**src/rtl/axi_dma_w_burst_pkg.sv**
```systemverilog
// rtl/axi_dma_w_burst_pkg.sv - AXI field widths, codes and FSM states for the write-DMA master
package axi_dma_w_burst_pkg;

    localparam int AXI_ID_W    = 4;
    localparam int AXI_SIZE_W  = 3;
    localparam int AXI_BURST_W = 2;
    localparam int AXI_LOCK_W  = 1;
    localparam int AXI_CACHE_W = 4;
    localparam int AXI_PROT_W  = 3;
    localparam int AXI_QOS_W   = 4;
    localparam int AXI_RESP_W  = 2;

    localparam logic [AXI_BURST_W-1:0] AXI_BURST_INCR = 2'b01;
    localparam logic [AXI_RESP_W-1:0]  AXI_RESP_OKAY  = 2'b00;
    localparam logic [AXI_CACHE_W-1:0] AXI_CACHE_BUF  = 4'b0010;
    localparam logic [AXI_PROT_W-1:0]  AXI_PROT_DATA  = 3'b010;

    typedef enum logic [2:0] {
        ST_IDLE,
        ST_CALC,
        ST_ADDR,
        ST_DATA,
        ST_RESP
    } state_t;

endpackage

```
**src/rtl/axi_dma_w_burst_if.sv**
```systemverilog
// rtl/axi_dma_w_burst_if.sv - AXI4 write address/data/response channels with master/slave views
interface axi_dma_w_burst_if
    import axi_dma_w_burst_pkg::*;
#(
    parameter int ADDR_W = 32,
    parameter int DATA_W = 256,
    parameter int LEN_W  = 8
) ();

    logic [AXI_ID_W-1:0]    awid;
    logic [ADDR_W-1:0]      awaddr;
    logic [LEN_W-1:0]       awlen;
    logic [AXI_SIZE_W-1:0]  awsize;
    logic [AXI_BURST_W-1:0] awburst;
    logic [AXI_LOCK_W-1:0]  awlock;
    logic [AXI_CACHE_W-1:0] awcache;
    logic [AXI_PROT_W-1:0]  awprot;
    logic [AXI_QOS_W-1:0]   awqos;
    logic                   awvalid;
    logic                   awready;
    logic [DATA_W-1:0]      wdata;
    logic [DATA_W/8-1:0]    wstrb;
    logic                   wlast;
    logic                   wvalid;
    logic                   wready;
    logic [AXI_RESP_W-1:0]  bresp;
    logic                   bvalid;
    logic                   bready;

    modport master (
        output awid, awaddr, awlen, awsize, awburst, awlock, awcache, awprot, awqos, awvalid,
        input  awready,
        output wdata, wstrb, wlast, wvalid,
        input  wready,
        input  bresp, bvalid,
        output bready
    );

    modport slave (
        input  awid, awaddr, awlen, awsize, awburst, awlock, awcache, awprot, awqos, awvalid,
        output awready,
        input  wdata, wstrb, wlast, wvalid,
        output wready,
        output bresp, bvalid,
        input  bready
    );

endinterface

```
**src/rtl/axi_dma_w_burst_burst_len.sv**
```systemverilog
// rtl/axi_dma_w_burst_burst_len.sv - next burst length: min(remaining, MAX_BURST, beats to 4 KB)
module axi_dma_burst_len #(
    parameter int XFER_W    = 16,
    parameter int MAX_BURST = 256
) (
    input  logic [XFER_W-1:0] remaining,
    input  logic [XFER_W:0]   beats_to_4k,
    output logic [XFER_W:0]   blen
);

    localparam logic [XFER_W:0] MAX_B = (XFER_W+1)'(MAX_BURST);

    logic [XFER_W:0] rem_ext;
    logic [XFER_W:0] capped;

    always_comb begin
        rem_ext = {1'b0, remaining};
        capped  = (rem_ext < MAX_B) ? rem_ext : MAX_B;
        blen    = (capped < beats_to_4k) ? capped : beats_to_4k;
    end

endmodule

```
**src/rtl/axi_dma_w_burst.sv**
```systemverilog
// rtl/axi_dma_w_burst.sv - AXI4 write-DMA master splitting a command into 4 KB-safe INCR bursts
module axi_dma_w_burst
    import axi_dma_w_burst_pkg::*;
#(
    parameter int ADDR_W    = 32,
    parameter int DATA_W    = 256,
    parameter int LEN_W     = 8,
    parameter int MAX_BURST = 256,
    parameter int XFER_W    = 16
) (
    input  logic                clk,
    input  logic                rst,
    input  logic                cmd_valid,
    output logic                cmd_ready,
    input  logic [ADDR_W-1:0]   cmd_addr,
    input  logic [XFER_W-1:0]   cmd_beats,
    input  logic                s_valid,
    output logic                s_ready,
    input  logic [DATA_W-1:0]   s_data,
    input  logic [DATA_W/8-1:0] s_strb,
    output logic                busy,
    output logic                done,
    output logic                error,
    axi_dma_w_burst_if.master   m_axi
);

    localparam int SHIFT = $clog2(DATA_W/8);

    state_t            state, state_nxt;
    logic [ADDR_W-1:0] addr;
    logic [XFER_W-1:0] remaining;
    logic [LEN_W:0]    blen;
    logic [LEN_W-1:0]  beat;
    logic [LEN_W-1:0]  awlen;
    logic              done_nxt;

    logic [12:0]       bytes_to_4k;
    logic [XFER_W:0]   beats_to_4k;
    logic [XFER_W:0]   blen_calc;
    logic [ADDR_W-1:0] addr_aligned;
    logic [ADDR_W-1:0] blen_bytes;
    logic              aw_fire, w_fire, b_fire, last_beat, final_burst;
    logic              awvalid, wvalid, wlast, bready;
    logic              unused_bits;

    assign addr_aligned = {cmd_addr[ADDR_W-1:SHIFT], SHIFT'(0)};
    assign unused_bits  = ^{cmd_addr[SHIFT-1:0], blen_calc[XFER_W:LEN_W+1]};

    // Bytes left before the next 4 KB page; 4096 when already page-aligned.
    assign bytes_to_4k = 13'h1000 - {1'b0, addr[11:0]};
    assign beats_to_4k = (XFER_W+1)'(bytes_to_4k >> SHIFT);
    assign blen_bytes  = ADDR_W'(blen) << SHIFT;
    assign awlen       = blen[LEN_W-1:0] - LEN_W'(1);

    axi_dma_burst_len #(
        .XFER_W    (XFER_W),
        .MAX_BURST (MAX_BURST)
    ) u_burst_len (
        .remaining   (remaining),
        .beats_to_4k (beats_to_4k),
        .blen        (blen_calc)
    );

    assign aw_fire     = (state == ST_ADDR) && m_axi.awready;
    assign w_fire      = (state == ST_DATA) && s_valid && m_axi.wready;
    assign b_fire      = (state == ST_RESP) && m_axi.bvalid;
    assign last_beat   = (beat == awlen);
    assign final_burst = (remaining == XFER_W'(blen));

    always_comb begin
        state_nxt = state;
        done_nxt  = 1'b0;
        cmd_ready = 1'b0;
        busy      = 1'b1;
        awvalid   = 1'b0;
        wvalid    = 1'b0;
        wlast     = 1'b0;
        s_ready   = 1'b0;
        bready    = 1'b0;
        case (state)
            ST_IDLE: begin
                cmd_ready = 1'b1;
                busy      = 1'b0;
                if (cmd_valid) begin
                    if (cmd_beats == '0) done_nxt  = 1'b1;
                    else                 state_nxt = ST_CALC;
                end
            end
            ST_CALC: state_nxt = ST_ADDR;
            ST_ADDR: begin
                awvalid = 1'b1;
                if (m_axi.awready) state_nxt = ST_DATA;
            end
            ST_DATA: begin
                wvalid  = s_valid;
                s_ready = m_axi.wready;
                wlast   = last_beat;
                if (w_fire && last_beat) state_nxt = ST_RESP;
            end
            ST_RESP: begin
                bready = 1'b1;
                if (m_axi.bvalid) begin
                    if (final_burst) begin
                        state_nxt = ST_IDLE;
                        done_nxt  = 1'b1;
                    end else begin
                        state_nxt = ST_CALC;
                    end
                end
            end
            default: state_nxt = ST_IDLE;
        endcase
    end

    always_ff @(posedge clk or posedge rst) begin
        if (rst) begin
            state     <= ST_IDLE;
            addr      <= '0;
            remaining <= '0;
            blen      <= '0;
            beat      <= '0;
            done      <= 1'b0;
            error     <= 1'b0;
        end else begin
            state <= state_nxt;
            done  <= done_nxt;
            if (state == ST_IDLE && cmd_valid) begin
                addr      <= addr_aligned;
                remaining <= cmd_beats;
                error     <= 1'b0;
            end
            if (state == ST_CALC) blen <= blen_calc[LEN_W:0];
            if (aw_fire)          beat <= '0;
            if (w_fire)           beat <= beat + LEN_W'(1);
            // Errors accumulate; the transfer runs to completion regardless.
            if (b_fire) begin
                error     <= error | (m_axi.bresp != AXI_RESP_OKAY);
                remaining <= remaining - XFER_W'(blen);
                addr      <= addr + blen_bytes;
            end
        end
    end

    assign m_axi.awid    = '0;
    assign m_axi.awaddr  = addr;
    assign m_axi.awlen   = awlen;
    assign m_axi.awsize  = AXI_SIZE_W'(SHIFT);
    assign m_axi.awburst = AXI_BURST_INCR;
    assign m_axi.awlock  = '0;
    assign m_axi.awcache = AXI_CACHE_BUF;
    assign m_axi.awprot  = AXI_PROT_DATA;
    assign m_axi.awqos   = '0;
    assign m_axi.awvalid = awvalid;
    assign m_axi.wdata   = s_data;
    assign m_axi.wstrb   = s_strb;
    assign m_axi.wlast   = wlast;
    assign m_axi.wvalid  = wvalid;
    assign m_axi.bready  = bready;

endmodule

```
**src/flat_wrapper.sv**
```systemverilog
// flat-port wrapper written by rule: the top's interface ports become plain ports
module axi_dma_w_burst_flat import axi_dma_w_burst_pkg::*;
#(
    parameter int ADDR_W    = 32,
    parameter int DATA_W    = 256,
    parameter int LEN_W     = 8,
    parameter int MAX_BURST = 256,
    parameter int XFER_W    = 16
)
  (clk, rst, cmd_valid, cmd_ready, cmd_addr, cmd_beats, s_valid, s_ready, s_data, s_strb, busy, done, error, m_axi_awid, m_axi_awaddr, m_axi_awlen, m_axi_awsize, m_axi_awburst, m_axi_awlock, m_axi_awcache, m_axi_awprot, m_axi_awqos, m_axi_awvalid, m_axi_awready, m_axi_wdata, m_axi_wstrb, m_axi_wlast, m_axi_wvalid, m_axi_wready, m_axi_bresp, m_axi_bvalid, m_axi_bready);
  axi_dma_w_burst_if #(.ADDR_W(ADDR_W), .DATA_W(DATA_W), .LEN_W(LEN_W)) m_axi_i ();
  input  logic clk;
  input  logic rst;
  input  logic cmd_valid;
  output logic cmd_ready;
  input  logic [ADDR_W-1:0] cmd_addr;
  input  logic [XFER_W-1:0] cmd_beats;
  input  logic s_valid;
  output logic s_ready;
  input  logic [DATA_W-1:0] s_data;
  input  logic [DATA_W/8-1:0] s_strb;
  output logic busy;
  output logic done;
  output logic error;
  output wire logic [$bits(m_axi_i.awid)-1:0] m_axi_awid;
  output wire logic [$bits(m_axi_i.awaddr)-1:0] m_axi_awaddr;
  output wire logic [$bits(m_axi_i.awlen)-1:0] m_axi_awlen;
  output wire logic [$bits(m_axi_i.awsize)-1:0] m_axi_awsize;
  output wire logic [$bits(m_axi_i.awburst)-1:0] m_axi_awburst;
  output wire logic [$bits(m_axi_i.awlock)-1:0] m_axi_awlock;
  output wire logic [$bits(m_axi_i.awcache)-1:0] m_axi_awcache;
  output wire logic [$bits(m_axi_i.awprot)-1:0] m_axi_awprot;
  output wire logic [$bits(m_axi_i.awqos)-1:0] m_axi_awqos;
  output wire logic [$bits(m_axi_i.awvalid)-1:0] m_axi_awvalid;
  input wire logic [$bits(m_axi_i.awready)-1:0] m_axi_awready;
  output wire logic [$bits(m_axi_i.wdata)-1:0] m_axi_wdata;
  output wire logic [$bits(m_axi_i.wstrb)-1:0] m_axi_wstrb;
  output wire logic [$bits(m_axi_i.wlast)-1:0] m_axi_wlast;
  output wire logic [$bits(m_axi_i.wvalid)-1:0] m_axi_wvalid;
  input wire logic [$bits(m_axi_i.wready)-1:0] m_axi_wready;
  input wire logic [$bits(m_axi_i.bresp)-1:0] m_axi_bresp;
  input wire logic [$bits(m_axi_i.bvalid)-1:0] m_axi_bvalid;
  output wire logic [$bits(m_axi_i.bready)-1:0] m_axi_bready;
  assign m_axi_awid = m_axi_i.awid;
  assign m_axi_awaddr = m_axi_i.awaddr;
  assign m_axi_awlen = m_axi_i.awlen;
  assign m_axi_awsize = m_axi_i.awsize;
  assign m_axi_awburst = m_axi_i.awburst;
  assign m_axi_awlock = m_axi_i.awlock;
  assign m_axi_awcache = m_axi_i.awcache;
  assign m_axi_awprot = m_axi_i.awprot;
  assign m_axi_awqos = m_axi_i.awqos;
  assign m_axi_awvalid = m_axi_i.awvalid;
  assign m_axi_i.awready = m_axi_awready;
  assign m_axi_wdata = m_axi_i.wdata;
  assign m_axi_wstrb = m_axi_i.wstrb;
  assign m_axi_wlast = m_axi_i.wlast;
  assign m_axi_wvalid = m_axi_i.wvalid;
  assign m_axi_i.wready = m_axi_wready;
  assign m_axi_i.bresp = m_axi_bresp;
  assign m_axi_i.bvalid = m_axi_bvalid;
  assign m_axi_bready = m_axi_i.bready;
  axi_dma_w_burst #(.ADDR_W(ADDR_W), .DATA_W(DATA_W), .LEN_W(LEN_W), .MAX_BURST(MAX_BURST), .XFER_W(XFER_W)) u_core (.clk(clk), .rst(rst), .cmd_valid(cmd_valid), .cmd_ready(cmd_ready), .cmd_addr(cmd_addr), .cmd_beats(cmd_beats), .s_valid(s_valid), .s_ready(s_ready), .s_data(s_data), .s_strb(s_strb), .busy(busy), .done(done), .error(error), .m_axi(m_axi_i));
endmodule
```
**config.mk**
```make
export PLATFORM = sky130hd
export DESIGN_NAME = axi_dma_w_burst_flat
export DESIGN_NICKNAME = d
export VERILOG_FILES = /design/src/rtl/axi_dma_w_burst_pkg.sv /design/src/rtl/axi_dma_w_burst_if.sv /design/src/rtl/axi_dma_w_burst_burst_len.sv /design/src/rtl/axi_dma_w_burst.sv /design/src/flat_wrapper.sv
export SDC_FILE = /design/constraint.sdc
export NUM_CORES = 1
export LEC_CHECK = 0
export ABC_AREA = 1
export BUFFER_PORTS_ARGS = -buffer_cell sky130_fd_sc_hd__clkbuf_2
export CORE_AREA = 2 2 273 275
export DETAILED_ROUTE_END_ITERATION = 8
export DIE_AREA = 0 0 275 277
export GPL_TIMING_DRIVEN = 0
export PLACE_DENSITY = 0.32
export RECOVER_POWER = 25
export SLEW_MARGIN = 20
export SYNTH_ARGS = -nofsm -noshare
export SYNTH_HDL_FRONTEND = slang
export SYNTH_SLANG_ARGS = --single-unit
```
**constraint.sdc**
```tcl
create_clock -name clk -period 2.3 [get_ports clk]
set_clock_uncertainty 0.05 [all_clocks]
set_input_delay 0.345 -clock clk [delete_from_list [all_inputs] [get_ports clk]]
set_output_delay 0.345 -clock clk [all_outputs]
set_load 0.05 [all_outputs]
```
# == Yosys cells after proc, flatten, opt, wreduce, memory -nomap -nowiden ==
# Cells that the tools add are included.
# op_classes
addsub,5
magnitude_cmp,2
eq_ne,11
muxes,29
bitwise_logic,1
reduce_logical,12
# op_table
cell,n
32-bit two-way mux,2
16-bit two-way mux,3
32-bit by 14-bit adder with 32-bit output,1
16-bit by 9-bit equality test with 1-bit output,1
16-bit logical NOT,1
16-bit by 8-bit less-than comparator with 1-bit output,1
"16-bit by 9-bit less-than comparator with 1-bit output, second input constant",1
8-bit two-way mux,2
16-bit by 9-bit subtractor with 16-bit output,1
3-bit two-way mux,5
3-bit case mux with 5 select lines,1
1-bit two-way mux,14
"13-bit by 12-bit subtractor with 13-bit output, first input constant",1
"2-bit inequality test, second input constant",5
9-bit two-way mux,1
"8-bit by 1-bit adder with 8-bit output, second input constant",1
8-bit equality test,1
"8-bit by 1-bit subtractor with 8-bit output, second input constant",1
"3-bit by 2-bit equality test with 1-bit output, second input constant",2
1-bit logical AND,6
2-bit nonzero test,3
5-bit AND reduction,1
"3-bit by 1-bit equality test with 1-bit output, second input constant",1
"3-bit equality test, second input constant",1
3 further kinds,3
# totals
register_bits,70
input_bits,345
word_cells,67

# == Depth between registers and ports, before layout ==
# depth
word_depth,6
depth_mapped,15
depth_no_buf,15

# == By module ==
# A second synthesis with hierarchy kept.
# unflattened
cells_unflattened,1178
area_unflattened_um2,8074.0
# by_module_without_submodules
module,n_inst,cells_each,area_each_um2,seq_area_each_um2
axi_dma_w_burst,1,1032,7293.2,1626.6
axi_dma_burst_len,1,146,780.7,0.0

# == Least setup slack after synthesis ==
# No wires, ideal clock.
# synth_timing
kind,register to output
from,register u_core.blen[0]
to,output m_axi_wlast
t_arrival_ns,2.754
setup_slack_ns,-0.849
path_stages_with_launch,11
n_path_buf,0
path_cell_list,dfrtp_1 > inv_1 > ha_1 > nand2_1 > o21ai_0 > nand2_1 > nand2_1 > nand2_1 > nor2_1 > nand3_1 > nor2_1
# synth_between
elab_chain_cells,3
# synth_rtl
item,line_no,source
"start, declared",axi_dma_w_burst.sv:32,logic [LEN_W:0] blen;
"start signal, assigned",axi_dma_w_burst.sv:132,if (state == ST_CALC) blen <= blen_calc[LEN_W:0];
8-bit by 1-bit subtractor with 8-bit output,axi_dma_w_burst.sv:53,assign awlen = blen[LEN_W-1:0] - LEN_W'(1);
via m_axi_awlen[0],flat_wrapper.sv:27,output wire logic [$bits(m_axi_i.awlen)-1:0] m_axi_awlen;
8-bit equality test,axi_dma_w_burst.sv:67,assign last_beat = (beat == awlen);
1-bit two-way mux,axi_dma_w_burst.sv:80,case (state)
"end, declared",flat_wrapper.sv:38,output wire logic [$bits(m_axi_i.wlast)-1:0] m_axi_wlast;
# The timed path passes the listed nets, and every way through them passes these cells.

# == Worst setup path after layout ==
# layout_timing
from,register u_core.blen[1]
to,output m_axi_wlast
# layout_between
elab_chain_cells,3
# layout_rtl
item,line_no
8-bit by 1-bit subtractor with 8-bit output,axi_dma_w_burst.sv:53
8-bit equality test,axi_dma_w_burst.sv:67
1-bit two-way mux,axi_dma_w_burst.sv:80
# No other way between the ends.

==> impl_results.md <==
* Most common cell after layout, fill and taps aside: buf_4
* IO Port Bufs at 383
* Simple-gate share of the synthesized area at about a quarter
* Antenna viol nets, final at 0
* Sink Count at 65
* Unrepaired setup endpoints after global routing: true
* Post-synthesis mux area share at 0%
* DIE WIDTH at 275 um
* Async SR Flop Fraction at 100%
* Max Fanout on Critical Path at 4
* Synth cell types at 46
* Drt drc at 0
* Maximum vdd drop at 435 uV
* # hold bufs at CTS at 0
* Diodes inserted at 0
* Cell Area, Synth at 0.00777 mm^2
* Synthesized flop and latch total at 65
* CTS H-tree depth at 3
* Area grow syn2layout at 58.5%
* Initial Utilization at 10.6%
* Compound-Gate Fraction of Synth Area at 9.79%
* Type of origin of the critical path: flip-flop
* Share of layout cells above drive strength 1 at 53.9%
* Clock buffer count from CTS at 9
* Final Util at 16.7%
* Nets at 1978
* Final setup viols at 11
* Largest cells by area after synthesis: buf_4, dfrtp_1, nand2_1
* Syn avg cell area at 6.82 um^2
* Leading area contributor after synthesis: buf_4
* EDFF count, synth at 0
* Global route overflow at 0
* Drt total wl at ~37000 um
* Post-synthesis adder-cell area fraction at slightly above 5%
* Hpwl dp at 31000 um
* Worst Reg2Reg Path Length in Cells at 12
* Final Slew Violations at 35
* Core area at 0.0736 mm^2
* Gate count of the mapped netlist at 1139
* Global-route wire length before repair at a little over 50000 um
* Tightest Pin Transition at roughly 1.6 ns
* DR iter-0 viols at 386
* WP data required at 1.90 ns
* Largest net degree at the start of global routing at 35
* Register area share after synthesis at 20.9%
* FILL cells at between 8000 and 9000
* Max-Cap Viols at 1
* Chip height at 277 um
* Initial antenna violation count at 1
* CTS tree: done
* HP Class: input port to flip-flop
* Final Wtd Congestion at between 0.7 and 0.8
* Root buffer cell: clkbuf_16
* Clock Path Buffers at 2
* Tcrit/Tclk final at 111%
* Maximum clock rate at a little under 0.4 GHz
* Vias per cell at 3.35
* GRT Total Usage at 8.98%
* Clock-pin slew on the worst setup and hold paths at 0.06 ns
* Drt first pass iters at 5
* Max_slew headroom at -5.87%
* Final min period at 2.55 ns
* Worst-Skew Late Latency at about 0.35 ns
* CP Data Arrival Time at 2.15 ns
* Pwr Density at around 1200 mW/mm^2
* Rows at 100
* Endpoints failing hold at 0
* Routed len/inst at 14.3 um
* Pleak at 6.41 nW
* # IOs at 703
* Commonest non-fill, non-tap cells in the layout: buf_4, clkbuf_2, nand2_1
* Setup ws final at -0.245 ns
* Prevailing post-synth register cell: dfrtp_1
* Violated checks: max-capacitance violations, max-slew violations, negative setup slack
* Top-area cell type share of the netlist area at a little under a third
* Worst Setup End Kind: primary output
* Worst hold path depth at 3
* Vias in the first global route at 7911
* Total die area at between 0.07 and 0.08 mm^2
* XOR/XNOR share of the synthesized area at 1.77%
* Main combinational cell family by area after synthesis: buffers and inverters
* Via count at between 8000 and 9000
* Warnings, synthesis at 0
* Setup TNS at -1.44 ns
* WS Path Type: flip-flop to primary output
* Status: complete, but fails checks
## where the power goes
group | switching [mW] | internal (mW)
Combinational | 6.71 | 3.33
Sequential | 0.834 | 1.66
Clock | 0.608 | 1.09
## flip-flops by register name, indices dropped and copies added (netlist names)
name / count
u_core.remaining: 16
u_core.beat: 8
u_core.m_axi.awaddr: 27
u_core.state: 3
u_core.done: 1
u_core.blen: 9
u_core.error: 1
## area by class of cell
cell class | instances | area, um^2 | area share, %
Multi-Input combinational cell | 646 | 3910 | 31.8
Inverter | 124 | 484 | 3.93
Buffer | 327 | 2430 | 19.7
Timing Repair Buffer | 429 | 2280 | 18.5
Sequential cell | 65 | 1650 | 13.4
Tap cell | 969 | 1210 | 9.85
Clock buffer | 11 | 243 | 1.97
Clock inverter | 5 | 103 | 0.833
## worst paths after layout
check	startpoint	end	slack (ns)
setup / recovery	u_core.blen[1]	m_axi_wlast	-0.25
hold / removal	cmd_addr[18]	u_core.m_axi.awaddr[18]	0.17
setup reg to reg	u_core.m_axi.awaddr[5]	u_core.blen[0]	-0.15
hold reg to reg	u_core.beat[7]	u_core.beat[7]	0.45
max in group asynchronous	rst	u_core.m_axi.awaddr[6]	0.36
min in group asynchronous	rst	u_core.state[2]	0.40
## through the flow
step / hold WS, ns / power [mW] / area, um^2 / setup WS (ns) / instances
after global routing: 0.173 / 15.4 / 12300 / -0.432 / 2576
after CTS: 0.00649 / 13.5 / 11800 / -0.294 / 2553
final: 0.174 / 14.2 / 12300 / -0.245 / 2576
after floorplan: 0.410 / 8.50 / 7940 / -0.142 / 1163
after detailed placement: 0.383 / 11.0 / 11100 / -0.594 / 2516
after global placement: 0.436 / 11.0 / 11100 / -1.46 / 2515
## timing repair
action,4_1_cts,5_1_grt
pin swaps,16,33
setup buffers,22,24
gates resized for setup,56,111
endpoints found under the setup margin,45,43
cloned,0,1
## critical path, cell delays in order (launching register included)
cell and delay [ns]:
dfrtp_2 0.42, buf_4 0.18, nor2_2 0.18, nand2_1 0.13, nand2_1 0.11, nand2_2 0.07, nand2_1 0.06, nand3_1 0.09
nor2_2 0.18, nand3_2 0.12, nor2_4 0.11, buf_8 0.15
## logic make-up (layout without fill, tap and decap cells)
family                     after synthesis  in the layout
buffers and inverters                  452            896
xor gates and xnor gates                14             14
other                                    2             26
and+or+nand+nor                        447            447
DFF                                     65             65
AOI/OAI and AO/OA                      128            128
adders and majority gates               31             31
## cell usage after synthesis, types with 2 or more instances
cell type / n
buf_4: 318
nor3_1: 17
o21ai_0: 45
o22ai_1: 7
a21oi_1: 38
buf_2: 7
nor2_2: 3
nor4_1: 5
ha_1: 29
nand3_1: 80
dfrtp_1: 65
nand3b_1: 4
nand4_1: 19
nand2_2: 4
inv_2: 4
nor2_1: 65
o211ai_1: 7
conb_1: 2
o21a_1: 6
o21bai_1: 4
o21ai_1: 4
o221ai_1: 7
fa_1: 2
nand2_1: 242
o21ai_2: 2
inv_1: 119
or2_2: 2
clkbuf_1: 2
a221oi_1: 2
xor2_1: 12
## routing by layer
metal | vias to the layer above | global-route usage [%] | share of wire (%)
met5 | - | 0 | 0.038
met4 | 2 | 1.68 | 1.0
met3 | 23 | 2.11 | 7.3
met2 | 392 | 16.0 | 51
met1 | 3973 | 10.9 | 41
li1 | 4243 | - | -
Note: power is estimated with default switching activity, not from simulation.
